## src/rtl/seq_cmp_pkg.sv

```systemverilog
// Shared types and helpers for the bit-serial unsigned comparator.
// Holds the default operand width, the comparator state enum and its flag mapping.
package seq_cmp_pkg;

    parameter int unsigned WIDTH_DEFAULT = 32;

    typedef enum logic [1:0] {
        EQ,
        LT,
        GT
    } cmp_state_t;

    // Flags are packed as {L, E, G}.
    function automatic logic [2:0] state_to_flags(cmp_state_t s);
        logic [2:0] flags;
        flags = 3'b010;
        unique case (s)
            EQ:      flags = 3'b010;
            LT:      flags = 3'b100;
            GT:      flags = 3'b001;
            default: flags = 3'b010;
        endcase
        return flags;
    endfunction

endpackage

```

## src/rtl/linear_shift_register.sv

```systemverilog
// Rotating operand serialiser: loads in parallel on reset, then rotates right,
// presenting one bit per clock, LSB first, wrapping forever.
module linear_shift_register #(
    parameter int unsigned WIDTH = 32
) (
    input  logic             clk,
    input  logic             reset,
    input  logic [WIDTH-1:0] inp,
    output logic             out
);

    logic [WIDTH-1:0] sr_q;

    always_ff @(posedge clk) begin
        if (reset) begin
            sr_q <= inp;
        end else begin
            sr_q <= {sr_q[0], sr_q[WIDTH-1:1]};
        end
    end

    assign out = sr_q[0];

endmodule

```

## src/rtl/sequential_unsigned_comparator.sv

```systemverilog
// Serial unsigned comparator FSM consuming one bit pair per clock for WIDTH clocks.
// op=0: last differing bit decides; op=1: first differing bit locks the result.
module sequential_unsigned_comparator
    import seq_cmp_pkg::*;
#(
    parameter int unsigned WIDTH = WIDTH_DEFAULT
) (
    input  logic clk,
    input  logic rst,
    input  logic op,
    input  logic a,
    input  logic b,
    output logic L,
    output logic E,
    output logic G,
    output logic done
);

    localparam int unsigned CntW = $clog2(WIDTH) + 1;

    cmp_state_t      state_q, state_d;
    logic [CntW-1:0] cnt_q, cnt_d;
    logic            done_q, done_d;
    logic            op_q, op_d;

    always_comb begin
        state_d = state_q;
        cnt_d   = cnt_q;
        done_d  = done_q;
        op_d    = op_q;
        if (op != op_q) begin
            // Mode change restarts the compare without consuming the current bit.
            state_d = EQ;
            cnt_d   = '0;
            done_d  = 1'b0;
            op_d    = op;
        end else if (!done_q) begin
            if (a != b && (!op_q || state_q == EQ)) begin
                state_d = a ? GT : LT;
            end
            cnt_d = cnt_q + CntW'(1);
            if (cnt_q == CntW'(WIDTH - 1)) begin
                done_d = 1'b1;
            end
        end
    end

    always_ff @(posedge clk) begin
        if (rst) begin
            state_q <= EQ;
            cnt_q   <= '0;
            done_q  <= 1'b0;
            op_q    <= op;
        end else begin
            state_q <= state_d;
            cnt_q   <= cnt_d;
            done_q  <= done_d;
            op_q    <= op_d;
        end
    end

    assign {L, E, G} = state_to_flags(state_q);
    assign done      = done_q;

endmodule

```

## src/rtl/seq_unsigned_compare.sv

```systemverilog
// Bit-serial unsigned magnitude comparator: two rotating operand serialisers
// feeding the serial compare FSM.
module seq_unsigned_compare
    import seq_cmp_pkg::*;
#(
    parameter int unsigned WIDTH = WIDTH_DEFAULT
) (
    input  logic             clk,
    input  logic             reset,
    input  logic             op,
    input  logic [WIDTH-1:0] inp_a,
    input  logic [WIDTH-1:0] inp_b,
    output logic             a,
    output logic             b,
    output logic             L,
    output logic             E,
    output logic             G,
    output logic             done
);

    linear_shift_register #(
        .WIDTH(WIDTH)
    ) u_sra (
        .clk  (clk),
        .reset(reset),
        .inp  (inp_a),
        .out  (a)
    );

    linear_shift_register #(
        .WIDTH(WIDTH)
    ) u_srb (
        .clk  (clk),
        .reset(reset),
        .inp  (inp_b),
        .out  (b)
    );

    sequential_unsigned_comparator #(
        .WIDTH(WIDTH)
    ) u_cmp (
        .clk (clk),
        .rst (reset),
        .op  (op),
        .a   (a),
        .b   (b),
        .L   (L),
        .E   (E),
        .G   (G),
        .done(done)
    );

endmodule

```

## config.mk

```make
export PLATFORM = sky130hd
export DESIGN_NAME = seq_unsigned_compare
export DESIGN_NICKNAME = d
export VERILOG_FILES = /design/src/rtl/seq_cmp_pkg.sv /design/src/rtl/linear_shift_register.sv /design/src/rtl/sequential_unsigned_comparator.sv /design/src/rtl/seq_unsigned_compare.sv
export SDC_FILE = /design/constraint.sdc
export NUM_CORES = 1
export LEC_CHECK = 0
export ABC_AREA = 0
export BUFFER_PORTS_ARGS = -buffer_cell sky130_fd_sc_hd__buf_4
export CAP_MARGIN = 40
export CORE_UTILIZATION = 54
export DETAILED_ROUTE_END_ITERATION = 8
export GPL_TIMING_DRIVEN = 0
export HOLD_SLACK_MARGIN = 0.08
export PLACE_DENSITY = 0.82
export SLEW_MARGIN = 0
export SYNTH_ARGS = -nofsm -noshare
export SYNTH_HDL_FRONTEND = slang
export SYNTH_SLANG_ARGS = --single-unit
```

## constraint.sdc

```tcl
create_clock -name clk -period 2.23 [get_ports clk]
set_clock_uncertainty 0.2 [all_clocks]
set_input_delay 0.1115 -clock clk [delete_from_list [all_inputs] [get_ports clk]]
set_output_delay 0.1115 -clock clk [all_outputs]
set_load 0.01 [all_outputs]
```

==> flow_summary.toml <==
[clock_network]
numClockSinks = 74
path_clk_slew_ns = 0.07
cts_tree = "built"
cts_root_buffer = "clkbuf_8"
insertion_delay_ns = 0.34
cts_made_buffers = 9
clockBufferDepth = 2
h-tree-depth = 3

[place]
hpwlAfterDp_um = 3240
port-buffer-count = 71
gp_congestion = 0.740

[global_routing]
grt_first_pass_wirelength_um = 10500
grt_max_degree = 12
antenna_found_initial = 0
track_usage_pct = 28.6
grt.overflow.total = 0
grt_pass1_vias = 2260

[detailed_routing]
routed_wl_um = 6510
viasPerCell = 4.95
firstDrtPassIters = 7
vias = 1959
antenna_left = 0
post_drt_wl_per_cell_um = 16.4
drc = 2
drt_iter0_drc = 95

[logic_synthesis]
synth_compound_area_share_pct = 2.09
synth_cells = 192
yosys.area_share.simple_pct = 5.00
synth_nets = 263
synth_xor_area_share_pct = 1.70
ys_types = 25
yosysTopAreaCell = "dfxtp_1"
synth_warnings = 0
synthFlopType = "dfxtp_1"
synthMuxAreaShare_pct = 28.4
yosysSeqAreaShare_pct = 57.9
synth_top_family_by_area = "multiplexers"
synthArstFlopShare_pct = 0
syn-cell-area_sq_um = 2570
synthTopCellsByCount = "73 x dfxtp_1, 64 x mux2_2, 7 x buf_2, 7 x nor2_1"
ys_ff_latch = 74
yosysTopAreaCellShare_pct = 56.8
yosys-top-cells-area = "dfxtp_1 57%, mux2_2 28%, ha_1 1.9%, buf_2 1.4%, edfxtp_1 1.2%"
synth.most_common_cell = "dfxtp_1"
syn_avg_cell_area_sq_um = 13.4
synth_edf_count = 1
synthAdderAreaFrac_pct = 1.94

[sta]
fmax_mhz = 620
fin_hold_ws_ns = 0.0809
tightest_slew_ns = 0.402
fin_crit_sh_pct = 72.3
setup_viol = 0
relSlewSlack_pct = 73.0
finalSetupTns_ns = 0
hold_viol_final = 0
period_minus_slack_ns = 1.61
slew_violations = 0
rsz0062_at_grt = "no"

[cells_and_area]
n_antenna_cell = 0
fin_nets = 410
fillers = 169
syn2layout_area_growth_pct = 56.2
drive_above_1_share_pct = 45.9

[job]
cap_violations = 0

[die]
io_pins = 73
die_h_um = 71.1
rows = 24
die_area_sq_um = 5050
core_sq_um = 4470
die_x_um = 71.1
initial_utilization_pct = 57.6

[worst_setup_path]
cp_max_fo = 8
end_kind = "flop"
arrival_ns = 1.42
ff2ff_path_depth = 3
critPathLaunchType = "flop"
criticalPathCategory = "flop to flop"
crit_required_ns = 2.04

[power_and_ir_drop]
ir_drop_v = 0.000764
p_total_mw = 2.97
power.leakage_nw = 1.77
power_density_nw_per_um2 = 737

[outcome]
status = "finished, violations left"
violations = "design-rule violations"

[min_path]
whs_path_depth = 3
hold_path.class = "primary input to flop"
-- kinds of logic (layout without fill, tap and decap cells) --
kind of cell,after synthesis,after routing
adder cells (fa/ha/maj),4,4
flip-flops,74,74
buffers and inverters,14,166
multiplexers,65,65
XOR/XNOR,5,5
AND/OR/NAND/NOR,21,21
AO/OA/AOI/OAI,9,9
-- metal layers --
metal	wire, um	GRT usage [%]
met4	190	14.9
met5	0	0
met1	2460	27.7
met2	3610	54.6
met3	250	7.98
-- flip-flops by register name (all words and copies together) (netlist names) --
| register | cells |
|---|---|
| u_cmp.cnt_q | 6 |
| u_cmp.state_q | 2 |
| u_cmp.op_q | 1 |
| u_cmp.done | 1 |
| u_sra.sr_q | 32 |
| u_srb.sr_q | 32 |
-- worst max-delay path: stages, from the launching register on --
cell and delay (ns):
edfxtp_1 0.42, xnor2_1 0.22, nand2b_1 0.11, clkbuf_1 0.32
-- per-stage QoR --
stage / instance area, sq um / std cells / setup WS [ns] / util (%)
after floorplan: 2570 / 192 / 0.830 / -
after global placement: 3170 / 315 / 0.681 / 70.9
after detailed placement: 3170 / 315 / 0.642 / 70.9
after CTS: 4020 / 396 / 0.637 / 89.9
after global routing: 4020 / 396 / 0.499 / 89.9
final: 4020 / 396 / 0.618 / 89.9
-- where the power goes --
group / total [mW] / internal, mW / switching (mW)
sequential: 1.51 / 1.45 / 0.0513
clock: 1.05 / 0.578 / 0.467
combinational: 0.414 / 0.281 / 0.132
total: 2.97 / 2.31 / 0.651
-- worst paths after layout --
path	startpoint	to	slack [ns]
setup / recovery	u_cmp.op_q$_DFFE_PP_	u_cmp.op_q$_DFFE_PP_	0.62
hold / removal	reset	u_sra.sr_q[0]$_DFF_P_	0.08
setup reg to reg	u_cmp.op_q$_DFFE_PP_	u_cmp.op_q$_DFFE_PP_	0.62
hold reg to reg	u_sra.sr_q[30]$_DFF_P_	u_sra.sr_q[29]$_DFF_P_	0.26
-- area by class of cell --
type	count	area, sq um	share of cell area (%)
Sequential cell	74	1490	37.1
Timing Repair Buffer	136	1180	29.4
Tap cell	52	65.1	1.62
Multi-Input combinational cell	104	1010	25.0
Buffer	10	61.3	1.52
Clock buffer	14	163	4.04
Inverter	4	15.0	0.373
Clock inverter	2	35.0	0.871
-- what timing repair did --
action,CTS,global route
hold buffers,65,0
setup buffers,0,0
gates resized for setup,0,0
hold endpoints to repair,67,0
-- cell usage in the layout (no fill, tap or decap), types with 4 or more instances in the layout --
cell and n:
buf_2 7, buf_4 71, clkbuf_1 4, clkbuf_8 11, dfxtp_1 73, dlygate4sd3_1 65, ha_1 4, inv_1 4
mux2_2 64, nor2_1 7
Power figures use the tool's default switching activity.
